<file path="src/rtl/joy_serial_reader_if.sv">
// rtl/joy_serial_reader_if.sv - shifter-side bus of the serial joystick reader
interface joy_serial_reader_if;
   logic JOY_CLK;
   logic JOY_LOAD;
   logic JOY_DATA;

   // Reader drives the shifter clock and load, samples the serial data.
   modport master (output JOY_CLK, output JOY_LOAD, input JOY_DATA);
   // External parallel-to-serial shifter.
   modport slave  (input JOY_CLK, input JOY_LOAD, output JOY_DATA);
endinterface

</file>
<file path="src/rtl/joy_serial_reader.sv">
// rtl/joy_serial_reader.sv - serial JAMMA joystick deserialiser with frame debounce
module joy_serial_reader #(
   parameter int CLK_DIV    = 8,
   parameter int DEB_FRAMES = 2
) (
   input  logic                clk12,
   input  logic                pll_lckd,
   joy_serial_reader_if.master joy,
   output logic [11:0]         joystick1,
   output logic [11:0]         joystick2,
   output logic                frame_done,
   output logic                joy_update
);

   localparam logic [7:0] DIV_LAST  = 8'(CLK_DIV - 1);
   localparam logic [3:0] DEB_MAX   = 4'(DEB_FRAMES);
   localparam logic [4:0] SLOT_LAST = 5'd25;

   logic [7:0]  div_q, div_d;
   logic        joy_clk_q, joy_clk_d;
   logic        joy_load_q, joy_load_d;
   logic [4:0]  slot_q, slot_d;
   logic        sync1_q, sync1_d;
   logic        sync2_q, sync2_d;
   logic [23:0] shadow_q, shadow_d;
   logic [23:0] prev_q, prev_d;
   logic [3:0]  match_q, match_d;
   logic [11:0] j1_q, j1_d;
   logic [11:0] j2_q, j2_d;
   logic        frame_done_q, frame_done_d;
   logic        joy_update_q, joy_update_d;

   logic        wrap;
   logic        rise;
   logic        eof;
   logic [11:0] new_j1;
   logic [11:0] new_j2;

   // Divider, shifter clock/load, capture, frame compare and commit.
   always_comb begin
      wrap         = (div_q == DIV_LAST);
      rise         = wrap && !joy_clk_q;
      eof          = rise && (slot_q == SLOT_LAST);

      div_d        = wrap ? 8'd0 : div_q + 8'd1;
      joy_clk_d    = joy_clk_q ^ wrap;
      slot_d       = slot_q;
      joy_load_d   = joy_load_q;
      sync1_d      = joy.JOY_DATA;
      sync2_d      = sync1_q;
      shadow_d     = shadow_q;
      prev_d       = prev_q;
      match_d      = match_q;
      j1_d         = j1_q;
      j2_d         = j2_q;
      frame_done_d = eof;
      joy_update_d = 1'b0;

      if (rise) begin
         slot_d     = (slot_q == SLOT_LAST) ? 5'd0 : slot_q + 5'd1;
         joy_load_d = (slot_d != 5'd0);
         // Value sampled is the one settled before this JOY_CLK edge.
         if (slot_q >= 5'd2) begin
            shadow_d[slot_q - 5'd2] = sync2_q;
         end
      end

      // Frame bit f holds slot f+2; scatter into the two joystick words.
      new_j1 = {shadow_d[21], shadow_d[20], shadow_d[22], shadow_d[0],
                shadow_d[23], shadow_d[1],  shadow_d[2],  shadow_d[3],
                shadow_d[4],  shadow_d[5],  shadow_d[6],  shadow_d[7]};
      new_j2 = {shadow_d[17], shadow_d[16], shadow_d[18], shadow_d[8],
                shadow_d[19], shadow_d[9],  shadow_d[10], shadow_d[11],
                shadow_d[12], shadow_d[13], shadow_d[14], shadow_d[15]};

      if (eof) begin
         if (shadow_d == prev_q) begin
            match_d = (match_q >= DEB_MAX) ? DEB_MAX : match_q + 4'd1;
         end else begin
            match_d = 4'd1;
         end
         prev_d = shadow_d;
         if ((match_d == DEB_MAX) && ((new_j1 != j1_q) || (new_j2 != j2_q))) begin
            j1_d         = new_j1;
            j2_d         = new_j2;
            joy_update_d = 1'b1;
         end
      end
   end

   // State registers; reset puts the shifter in load and outputs at idle.
   always_ff @(posedge clk12 or negedge pll_lckd) begin
      if (!pll_lckd) begin
         div_q        <= 8'd0;
         joy_clk_q    <= 1'b0;
         joy_load_q   <= 1'b0;
         slot_q       <= 5'd0;
         sync1_q      <= 1'b1;
         sync2_q      <= 1'b1;
         shadow_q     <= '1;
         prev_q       <= '1;
         match_q      <= 4'd0;
         j1_q         <= 12'hFFF;
         j2_q         <= 12'hFFF;
         frame_done_q <= 1'b0;
         joy_update_q <= 1'b0;
      end else begin
         div_q        <= div_d;
         joy_clk_q    <= joy_clk_d;
         joy_load_q   <= joy_load_d;
         slot_q       <= slot_d;
         sync1_q      <= sync1_d;
         sync2_q      <= sync2_d;
         shadow_q     <= shadow_d;
         prev_q       <= prev_d;
         match_q      <= match_d;
         j1_q         <= j1_d;
         j2_q         <= j2_d;
         frame_done_q <= frame_done_d;
         joy_update_q <= joy_update_d;
      end
   end

   assign joy.JOY_CLK  = joy_clk_q;
   assign joy.JOY_LOAD = joy_load_q;
   assign joystick1    = j1_q;
   assign joystick2    = j2_q;
   assign frame_done   = frame_done_q;
   assign joy_update   = joy_update_q;

endmodule
</file>
<file path="src/flat_wrapper.sv">
// flat-port wrapper written by rule: the top's interface ports become plain ports
module joy_serial_reader_flat 
#(
   parameter int CLK_DIV    = 8,
   parameter int DEB_FRAMES = 2
)
  (clk12, pll_lckd, joystick1, joystick2, frame_done, joy_update, joy_JOY_CLK, joy_JOY_LOAD, joy_JOY_DATA);
  joy_serial_reader_if joy_i ();
  input  logic clk12;
  input  logic pll_lckd;
  output logic [11:0] joystick1;
  output logic [11:0] joystick2;
  output logic frame_done;
  output logic joy_update;
  output wire logic [$bits(joy_i.JOY_CLK)-1:0] joy_JOY_CLK;
  output wire logic [$bits(joy_i.JOY_LOAD)-1:0] joy_JOY_LOAD;
  input wire logic [$bits(joy_i.JOY_DATA)-1:0] joy_JOY_DATA;
  assign joy_JOY_CLK = joy_i.JOY_CLK;
  assign joy_JOY_LOAD = joy_i.JOY_LOAD;
  assign joy_i.JOY_DATA = joy_JOY_DATA;
  joy_serial_reader #(.CLK_DIV(CLK_DIV), .DEB_FRAMES(DEB_FRAMES)) u_core (.clk12(clk12), .pll_lckd(pll_lckd), .joy(joy_i), .joystick1(joystick1), .joystick2(joystick2), .frame_done(frame_done), .joy_update(joy_update));
endmodule
</file>
<file path="config.mk">
export PLATFORM = sky130hd
export DESIGN_NAME = joy_serial_reader_flat
export DESIGN_NICKNAME = d
export VERILOG_FILES = /design/src/rtl/joy_serial_reader_if.sv /design/src/rtl/joy_serial_reader.sv /design/src/flat_wrapper.sv
export SDC_FILE = /design/constraint.sdc
export NUM_CORES = 1
export LEC_CHECK = 0
export ABC_AREA = 1
export BUFFER_PORTS_ARGS = -buffer_cell sky130_fd_sc_hd__clkbuf_2
export CAP_MARGIN = 40
export CORE_AREA = 2 2 153 95
export DETAILED_ROUTE_END_ITERATION = 10
export DIE_AREA = 0 0 155 97
export PLACE_DENSITY = 0.63
export SLEW_MARGIN = 20
export SYNTH_ARGS = -nofsm -noshare
export SYNTH_HDL_FRONTEND = slang
export SYNTH_SLANG_ARGS = --single-unit
</file>
<file path="constraint.sdc">
create_clock -name clk12 -period 3 [get_ports clk12]
set_input_delay 0.3 -clock clk12 [delete_from_list [all_inputs] [get_ports clk12]]
set_output_delay 0.3 -clock clk12 [all_outputs]
set_load 0.01 [all_outputs]
</file>
==> run_results.csv, run 1 <==
group,metric,value,unit
sta,grt_setup_unrepaired,"yes",
setup_path,cp_top_family,"simple AND/OR/NAND/NOR gates",
grt,grt.total_usage,18.6,%
setup_path,cp_common_cell,"nand2_1",
route,drt_wl_total,13000,um
finish,finalInstanceArea,6590,um^2
clocking,cts.path.max_buffers,2,
clocking,cts_tree,"yes",
pwr,max-vdd-ir-drop,265,uV
floorplan,fp.dieH,97,um
yosys,yosys.area.top_type_share,36.1,%
yosys,synth_area,5380,um^2
floorplan,io_pins,31,
grt,grt_pass1_vias,4340,
grt,overflow,0,
floorplan,rows,33,
floorplan,core-area,13500,um^2
yosys,postSynthAreaPerCell,7.52,um^2
finish,drive_gt1_share,30.5,%
floorplan,initial_core_util,39.9,%
job,max_cap_violations,0,
placement,post_dp_cell_area,6100,um^2
sta,worst_pin_slew,0.879,ns
setup_path,cp_slowest_cell,"dfrtp_1",
setup_path,critical_path_arrival,3.24,ns
sta,maxSlewViolCount,0,
floorplan,dieArea,15000,um^2
route,drtPass1Iterations,4,
finish,syn_to_final_growth,22.3,%
pwr,total_power,2.64,mW
yosys,yosys_warnings,0,
floorplan,die_x,155,um
yosys,yosys_register_bits,95,
route,drc,0,
grt,grt_max_degree,56,
sta,maxSlewHeadroom,41.4,%
setup_path,endpoint_kind,"flip-flop",
setup_path,cp.required,3.28,ns
setup_path,rr_startpoint,"u_core.div_q[7]",
setup_path,crit_path_max_incr_delay,0.41,ns
setup_path,crit_path_start_kind,"flip-flop",
clocking,cts.reportedPaths.clkPinSlew,0.06,ns
finish,antenna_cells,0,
route,viasPerCell,4.70,
route,drt-initial-drc-count,291,
pwr,p_per_area,401,nW/um^2
finish,fin_nets,811,
grt,grt_pass1_wl,22000,um
setup_path,cp_max_fo,12,
setup_path,crit_chain,"nor2_2 > nand2_1 > nor4_4 > ha_2 > nand2_4 > nor2_4 > buf_12 > nand2_1 > nand2_2 > nand2_2 > nand2_1 > nand2_1 > nor2_1 > nand2_1 > nor2_4 > nand3_4 > nor2_8 > nand2_4 > buf_4 > nand2_1 > nand2_1",
yosys,synthCells,716,
sta,fin_crit_sh,98.7,%
sta,setup_violations,0,
yosys,synth_most_common_cell,"nand2_1",
sta,hold_viol_final,1,
yosys,synthArstFlopShare,100,%
clocking,ctsHtreeMaxLevel,3,
yosys,synth_edf_count,0,
yosys,synth_area_leaders,"dfstp_2 36%, nand2_1 19%, dfrtp_1 9.8%",
clocking,insertion_delay,0.35,ns
setup_path,reg2reg_depth,21,
route,wl_per_cell,13.3,um
setup_path,crit_type,"flip-flop to flip-flop",
setup_path,reg2reg_slack,0.04,ns
yosys,ys_top_cells_by_count,"269 x nand2_1, 95 x inv_1, 81 x nand3_1",
clocking,cts-buffers-inserted,9,
sta,skew,0.00928,ns
status,status,"finished with violations",
worst_hold_path,hp-class,"primary input to asynchronous set/reset pin",
route,vias,4589,
placement,dp.final_hpwl,9350,um
clocking,clockRootBuffer,"clkbuf_16",
grt,grt_antenna_before_repair,0,
yosys,synth_seq_area_share,45.9,%
placement,gp_congestion,0.808,
clocking,cts_sinks,95,
sta,fmax,0.338,GHz
yosys,ys.flop_type,"dfstp_2",
sta,hold_slack,-0.00672,ns
setup_path,r2r-end,"u_core.joystick2[7]",
yosys,synth.distinct_cells,31,
yosys,yosys.area.top_type,"dfstp_2",
placement,portBuffers,30,
sta,fin_crit,2.96,ns
yosys,synth_nets,730,
pwr,power.leakage,3.35,nW
setup_path,crit_buf_inv,2,
route,ant_nets,0,
status,failed_checks,"hold timing",
[worst max-delay path by stage]
stage / startpoint / end / slack, ns / cells past startpoint
CTS: u_core.div_q[1] / u_core.joystick2[7] / 0.003 / 21
detailed placement: u_core.div_q[1] / u_core.joystick1[3] / -0.04 / 20
finish: u_core.div_q[7] / u_core.joystick2[7] / 0.04 / 21
floorplan: u_core.div_q[0] / u_core.joystick2[0] / 0.12 / 22
global route: u_core.div_q[7] / u_core.joystick2[9] / -0.18 / 21
global placement: u_core.div_q[0] / u_core.joystick2[3] / 0.04 / 20
[routing by layer]
metal  global-route usage [%]  routed length (um)
met1                     28.8                6950
met2                     26.4                5470
met3                     4.44                 549
met4                     3.42                  54
met5                        0                   0
[placed cells by master, fill, tap and decap left out, types with 3 or more instances in the layout]
master,Yosys,layout
nand2_1,269,254
inv_1,95,95
nand3_1,81,75
dfstp_2,74,74
buf_4,2,51
o21ai_0,34,33
nor2_1,33,29
clkbuf_2,0,29
nand2_2,13,28
nand3b_1,24,24
dfrtp_1,21,21
nor2_2,9,12
ha_1,11,10
clkbuf_16,0,9
inv_2,8,8
nor2_4,6,7
nand3_2,0,6
buf_12,0,5
xor2_1,4,4
a21oi_1,4,4
clkbuf_8,0,3
[cells by family after synthesis]
kind of cell	count (synthesis)	share of synthesized area, %
xor gates and xnor gates	5	0.814
AOI/OAI and AO/OA	41	3.93
and+or+nand+nor	443	37.3
DFF	95	45.9
buffers and inverters	121	9.48
adders and majority gates	11	2.56
[report_power, final]
part	switching (mW)	total [mW]	internal [mW]
sequential	0.000500	1.29	1.29
combinational	0.0399	0.0508	0.0109
clock	0.498	1.30	0.801
total	0.538	2.64	2.10
[state kept, by name, indices dropped and copies added (netlist names)]
signal               cells
u_core.joy.JOY_CLK       1
u_core.joystick2        12
u_core.match_q           4
u_core.frame_done        1
u_core.shadow_q         24
u_core.joystick1        12
u_core.div_q             8
u_core.sync2_q           1
u_core.joy_update        1
u_core.sync1_q           1
u_core.slot_q            5
u_core.prev_q           24
u_core.joy.JOY_LOAD      1
[repair_timing]
item	CTS	global route
resized for setup	4	29
pin swaps	1	7
endpoints found under the setup margin	25	28
setup buffers	1	4
hold buffers	0	0
cloned	0	0
[cell type report]
class	count	area (um^2)
clock inverter	4	75.1
multi-input combinational	500	2500
timing repair buffer	88	666
tap	175	219
inverter	103	387
fill	1309	6920
clock buffer	12	267
sequential	95	2470
[stage by stage]
step	instances	utilization [%]	TNS, ns	setup slack (ns)
after detailed placement	956	45.2	-0.313	-0.0402
final	977	48.8	0	0.0382
after global routing	977	48.8	-4.27	-0.183
after CTS	973	47.9	0	0.00333
after floorplan	716	-	0	0.120
after global placement	956	45.2	0	0.0441
(Power assumes the default switching activity.)
==> inputs of run 2 (changes only) <==
- CORE_AREA: 2 2 153 95 -> 2 2 108 152
- DIE_AREA: 0 0 155 97 -> 0 0 110 154
- PLACE_DENSITY: 0.63 -> 0.57
==> run 2 against run 1 <==
The flow finishes with violations (setup timing). Via count grew 1.8%. Worst hold slack improved by 0.046 ns. Clock skew is 0.00071 ns lower. Combinational power grew 19%. Cell area grew 3.8%. Fmax decreased by 2.0%. Critical endpoint is now u_core.joystick2[11]. Power down 4.3%. Core utilization down 4.6 points. Register-to-register slack worse by 0.06 ns. Sequential share of layout area fell by 1.4 points. Sequential power is essentially flat.
==> run_results.csv, run 2 (synthesis gave the netlist of run 1 again) <==
group,metric,value,unit
setup_path,reg2reg_depth,21,
setup_path,r2r-end,"u_core.joystick2[11]",
sta,maxSlewViolCount,0,
grt,grt.total_usage,16.3,%
placement,dp.cells,978,
placement,gp_congestion,0.802,
setup_path,crit_path_max_incr_delay,0.40,ns
setup_path,crit_type,"flip-flop to flip-flop",
sta,fmax,0.331,GHz
sta,skew,0.00857,ns
setup_path,rr_startpoint,"u_core.div_q[1]",
finish,layout_common_cells,"245 x nand2_1, 95 x inv_1, 78 x nand3_1, 74 x dfstp_2, 58 x buf_4",
finish,antenna_cells,0,
clocking,cts.reportedPaths.clkPinSlew,0.07,ns
worst_hold_path,holdCritStartpoint,"joy_JOY_DATA",
sta,setup_tns,-0.0958,ns
finish,layout_commonest_cell,"nand2_1",
pwr,intPower,1.97,mW
clocking,cts_sinks,95,
status,status,"finished with violations",
clocking,cts.path.max_buffers,2,
clocking,ctsHtreeMaxLevel,3,
grt,grt_max_degree,61,
clocking,cts-buffers-inserted,9,
floorplan,die_x,110,um
sta,grt_setup_unrepaired,"yes",
pwr,p_sw_share,22.0,%
floorplan,core-area,15500,um^2
route,drtPass1Iterations,5,
clocking,insertion_delay,0.34,ns
grt,grt_pass1_wl,21700,um
route,drc,0,
sta,fin_crit_sh,101,%
sta,setup_violations,9,
pwr,pwr-share-seq,51.1,%
pwr,pwr-share-comb,2.4,%
pwr,p_per_area,369,nW/um^2
grt,overflow,0,
route,vias,4673,
route,viasPerCell,4.62,
finish,syn_to_final_growth,27.0,%
finish,fin_cells,1012,
setup_path,cp_common_cell,"nand2_1",
sta,worst_pin_slew,0.494,ns
placement,portBuffers,30,
job,max_cap_violations,0,
setup_path,crit_path_start_kind,"flip-flop",
floorplan,dieArea,16900,um^2
setup_path,cp_max_fo,12,
grt,grt_pass1_vias,4490,
finish,top_regs,"u_core.prev_q: 24 flops, u_core.shadow_q: 24 flops",
clocking,clockRootBuffer,"clkbuf_16",
finish,drive_gt1_share,32.7,%
setup_path,reg2reg_slack,-0.02,ns
sta,fin_crit,3.02,ns
pwr,p_switching,0.555,mW
floorplan,rows,54,
setup_path,cp_slowest_cell,"dfrtp_1",
clocking,cts_tree,"yes",
status,failed_checks,"setup timing",
floorplan,io_pins,31,
pwr,clkPwrFrac,46.5,%
floorplan,fp.dieH,154,um
grt,grt_antenna_before_repair,0,
worst_hold_path,holdPathStages,1,
pwr,max-vdd-ir-drop,231,uV
setup_path,cp.required,3.28,ns
pwr,power.leakage,3.45,nW
sta,hold_viol_final,0,
worst_hold_path,hold_end,"u_core.sync1_q",
setup_path,endpoint_kind,"flip-flop",
route,wl_per_cell,13.2,um
placement,dp.final_hpwl,9120,um
setup_path,critical_path_arrival,3.30,ns
route,ant_nets,0,
sta,worst_slack,-0.0217,ns
sta,maxSlewHeadroom,67.1,%
route,drt_wl_total,13300,um
finish,fin_nets,825,
floorplan,initial_core_util,34.8,%
route,drt-initial-drc-count,182,
worst_hold_path,hp-class,"primary input to flip-flop",
setup_path,crit_chain,"ha_4 > nand2_4 > nor4_4 > ha_2 > nand2_4 > nor2_4 > buf_12 > nand2_1 > nand2_1 > nand2_1 > nand2_1 > nand2_1 > nor2_1 > nand2_1 > nor2_2 > nand3_4 > nor2_8 > nand2_8 > clkbuf_16 > nand2_2 > nand2_1",
==> run 2: cell types whose count changed in the layout (fill, tap and decap cells not counted), moves of 3 or more <==
cell	change
nand2_4	+4
nand3_1	+3
nand3_2	-3
nand2_1	-9
nand2_2	+4
buf_4	+7
clkbuf_16	+3
==> run 2: worst max path at each step <==
stage / startpoint / endpoint / slack (ns) / depth (start not counted)
after global placement: u_core.div_q[0] / u_core.joystick1[5] / -0.04 / 20
after global routing: u_core.div_q[1] / u_core.joystick2[10] / -0.19 / 21
after CTS: u_core.div_q[6] / u_core.joystick2[8] / 0.0006 / 21
after floorplan: u_core.div_q[0] / u_core.joystick2[0] / 0.12 / 22
final: u_core.div_q[1] / u_core.joystick2[11] / -0.02 / 21
after detailed placement: u_core.div_q[0] / u_core.joystick2[4] / -0.07 / 20
==> run 2: timing repair <==
action	in CTS	in global routing
buffers inserted	0	13
pin swaps	2	26
hold endpoints to repair	0	2
gates resized for setup	3	47
cloned	0	3
hold buffers	0	1
setup endpoints to repair	25	28
==> run 2: cell type report <==
class	count	area [um^2]
Tap cell	196	245
Multi-Input combinational cell	500	2570
Inverter	103	387
Clock buffer	13	282
Fill cell	1549	8640
Sequential cell	95	2470
Clock inverter	3	22.5
Timing Repair Buffer	102	853
==> run 2: worst max-delay path: cells and delay by family, from the launching register on <==
family | cells | cell delay (ns)
adders and majority gates | 2 | 0.43
and+or+nand+nor | 17 | 1.76
DFF | 1 | 0.40
buffers and inverters | 2 | 0.33
==> run 2: stage by stage <==
step	setup slack (ns)	cell area [um^2]	hold WS [ns]	power [mW]	util, %
floorplan	0.120	5390	0.00441	1.32	-
global placement	-0.0447	6140	0.347	1.36	39.7
detailed placement	-0.0713	6140	0.348	1.36	39.7
CTS	0.000556	6460	0.0261	2.55	41.7
global route	-0.188	6830	0.0251	2.61	44.2
finish	-0.0217	6830	0.0389	2.52	44.2
==> run 2: layer usage <==
layer / routed length [um] / up-vias / GRT usage (%)
li1: - / 2410 / -
met1: 5890 / 2191 / 21.2
met2: 6880 / 56 / 27.6
met3: 305 / 16 / 2.46
met4: 266 / 0 / 4.82
met5: 0 / - / 0
==> run 2: power by group through the flow <==
stage	Sequential (mW)	Combinational [mW]	Clock [mW]
floorplan	1.31	0.0118	0
global placement	1.31	0.0534	0
detailed placement	1.31	0.0531	0
CTS	1.29	0.0532	1.21
global route	1.29	0.0681	1.25
finish	1.29	0.0603	1.17
==> inputs of run 3 (changes only) <==
- ABC_AREA: 1 -> not set
- CORE_AREA: 2 2 108 152 -> 2 2 88 124
- DIE_AREA: 0 0 110 154 -> 0 0 90 126
- PLACE_DENSITY: 0.57 -> 0.8
==> run 3 against run 2 <==
The run still ends with setup timing left. Critical path depth is 9 lower. First-iteration DRC count grew to 4.5 times the previous value. Cell area is 11% higher. Synthesized area grew 3.8%. Register-to-register slack got worse by 0.90 ns. Combinational power fell by 4.0%. Fmax fell by 23%. Core utilization increased by 30 points. Power increased by 1.3%. Sequential power about the same. Die area decreased by 33%.
==> run_results.csv, run 3 <==
group,metric,value,unit
yosys,synth_compound_gate_area_share,16.4,%
grt,grt_pass1_wl,29800,um
clocking,cts_sinks,95,
yosys,synth_most_common_cell,"nand2_1",
sta,worst_pin_slew,0.690,ns
setup_path,crit_path_start_kind,"flip-flop",
yosys,synth_edf_count,0,
clocking,cts.path.max_buffers,2,
finish,syn_to_final_growth,35.6,%
sta,fin_crit_sh,131,%
grt,overflow,0,
clocking,insertion_delay,0.36,ns
yosys,ys.flop_type,"dfstp_2",
pwr,power.leakage,3.54,nW
sta,grt_setup_unrepaired,"yes",
yosys,synthCells,573,
yosys,synth_area,5590,um^2
clocking,cts-buffers-inserted,9,
yosys,ys_top_cells_by_count,"75 x nand2_1, 74 x dfstp_2, 43 x o21ai_0",
yosys,synth_nets,587,
clocking,ctsHtreeMaxLevel,3,
yosys,yosys.area.top_type,"dfstp_2",
yosys,synth_top_family_by_area,"simple AND/OR/NAND/NOR gates",
floorplan,core-area,10200,um^2
floorplan,io_pins,31,
pwr,p_per_area,338,nW/um^2
setup_path,endpoint,"u_core.joystick2[1]",
sta,fin_crit,3.92,ns
placement,place_ws,-0.865,ns
finish,utilization,74.0,%
job,max_cap_violations,0,
yosys,yosys.area.top_type_share,34.8,%
sta,hold_viol_final,0,
sta,maxSlewHeadroom,53.6,%
setup_path,startpoint,"u_core.slot_q[2]",
finish,fin_cells,885,
floorplan,rows,44,
sta,skew,0.0129,ns
yosys,yosys.area_share.simple,18.3,%
yosys,synth.distinct_cells,67,
finish,fin_nets,756,
grt,grt_pass1_vias,5589,
route,ant_nets,0,
route,drc,0,
route,drtPass1Iterations,5,
setup_path,r2r-end,"u_core.joystick2[1]",
finish,finalInstanceArea,7580,um^2
finish,drive_gt1_share,46.2,%
finish,top_regs,"u_core.prev_q: 24 flops, u_core.shadow_q: 24 flops",
sta,worst_slack,-0.918,ns
pwr,total_power,2.56,mW
setup_path,crit_chain,"buf_4 > or3_4 > a32oi_1 > o21ai_0 > a21boi_0 > o22ai_1 > or4_4 > nor4_4 > o211ai_4 > buf_6 > buf_12 > mux2_4",
yosys,postSynthAreaPerCell,9.75,um^2
route,drt_wl_total,19100,um
setup_path,cp_max_fo,11,
pwr,max-vdd-ir-drop,362,uV
yosys,synth_xor_area_share,5.64,%
yosys,synth_seq_area_share,44.2,%
setup_path,critical_path_arrival,4.20,ns
route,vias,5496,
finish,layout_common_cells,"147 x buf_4, 74 x nand2_1, 74 x dfstp_2, 39 x o21ai_0, 32 x inv_1",
worst_hold_path,hp-class,"primary input to flip-flop",
placement,dp.final_hpwl,12900,um
setup_path,reg2reg_depth,12,
status,status,"finished with violations",
clocking,clockRootBuffer,"clkbuf_16",
placement,dp.cells,851,
route,drt-initial-drc-count,826,
setup_path,endpoint_kind,"flip-flop",
yosys,synth_fa_ha_area_share,2.46,%
setup_path,crit_type,"flip-flop to flip-flop",
sta,setup_violations,28,
yosys,synth_mux_area_share,8.42,%
setup_path,cp.required,3.28,ns
grt,grt_antenna_before_repair,0,
floorplan,die_x,90,um
yosys,synthArstFlopShare,100,%
clocking,cts.reportedPaths.clkPinSlew,0.08,ns
sta,maxSlewViolCount,0,
route,viasPerCell,6.21,
grt,grt.total_usage,33.7,%
yosys,yosys_register_bits,95,
setup_path,crit_path_max_incr_delay,0.54,ns
setup_path,rr_startpoint,"u_core.slot_q[2]",
floorplan,initial_core_util,54.6,%
setup_path,cp_slowest_cell,"a32oi_1",
clocking,cts_tree,"yes",
grt,grt_max_degree,53,
floorplan,fp.dieH,126,um
status,failed_checks,"setup timing",
yosys,yosys_warnings,0,
placement,gp_congestion,1.01,
setup_path,reg2reg_slack,-0.92,ns
finish,antenna_cells,0,
sta,fmax,0.255,GHz
placement,post_dp_cell_area,6900,um^2
finish,layout_commonest_cell,"buf_4",
yosys,synth_area_leaders,"dfstp_2 35%, dfrtp_1 9.4%, nand2_1 5.0%",
placement,portBuffers,30,
route,wl_per_cell,21.5,um
floorplan,dieArea,11300,um^2
-- run 3: cell types whose count changed after synthesis, moves of 11 or more --
cell / delta
nor2_1: -14
xnor2_1: +20
nand2_1: -194
nand2b_1: +14
mux2i_1: +11
nand3b_1: -20
clkbuf_1: +13
nand2_2: -13
a21oi_1: +16
xor2_1: +11
nand3_1: -59
inv_1: -63
mux2_4: +18
-- run 3: cell type report --
cell class,count,area (um^2)
clock buffer,11,264
clock inverter,5,46.3
fill,685,2660
inverter,33,124
multi-input combinational,417,3070
sequential,95,2470
tap,138,173
timing repair buffer,186,1430
-- run 3: how the worst min path moves through the flow --
stage                         startpoint               to  cells past startpoint
after detailed placement  u_core.sync1_q   u_core.sync2_q                      0
after global routing        joy_JOY_DATA   u_core.sync1_q                      1
after global placement    u_core.sync1_q   u_core.sync2_q                      0
after CTS                   joy_JOY_DATA   u_core.sync1_q                      1
after floorplan                 pll_lckd  u_core.div_q[0]                      0
final                       joy_JOY_DATA   u_core.sync1_q                      1
-- run 3: routing by layer --
metal  wire length, um  part of all wire (%)  vias up  track usage (%)
met3              1510                   7.9      144             8.01
met4              1610                   8.5        0             23.3
met2              9140                    48      344             55.8
met5                 0                     0        -                0
met1              6800                    36     2631             38.6
li1                  -                     -     2377                -
-- run 3: logic make-up after synthesis --
| kind of cell | after synthesis |
|---|---|
| xor gates and xnor gates | 36 |
| AOI/OAI and AO/OA | 137 |
| adders and majority gates | 11 |
| muxes | 37 |
| and+or+nand+nor | 196 |
| buffers and inverters | 61 |
| DFF | 95 |
-- run 3: worst max-delay path, delay by kind of cell (launching register included) --
family / cells / cell delay, ns
AO/OA/AOI/OAI: 5 / 1.39
buffers and inverters: 3 / 0.50
flip-flops: 1 / 0.39
multiplexers: 1 / 0.30
AND/OR/NAND/NOR: 3 / 1.27
-- run 3: report_power, final --
| part | leakage (nW) | internal (mW) | switching (mW) | total (mW) |
|---|---|---|---|---|
| Combinational | 2.36 | 0.0168 | 0.0411 | 0.0579 |
| Sequential | 1.04 | 1.29 | 0.00281 | 1.29 |
| Clock | 0.147 | 0.651 | 0.556 | 1.21 |
| Total | 3.54 | 1.96 | 0.600 | 2.56 |
-- run 3: through the flow --
stage                     hold slack [ns]  setup TNS (ns)
after CTS                          0.0287          -18.44
after floorplan                   0.00441          -10.48
after global routing               0.0220          -25.54
after global placement              0.348          -22.55
after detailed placement            0.349          -21.78
final                              0.0264          -23.47
-- run 3: repair_timing --
action	CTS	global route
setup buffers	12	5
gates resized for setup	31	12
hold buffers	1	0
setup endpoints to repair	28	28
endpoints found under the hold margin	4	0
pin swaps	16	17
gates cloned	2	0
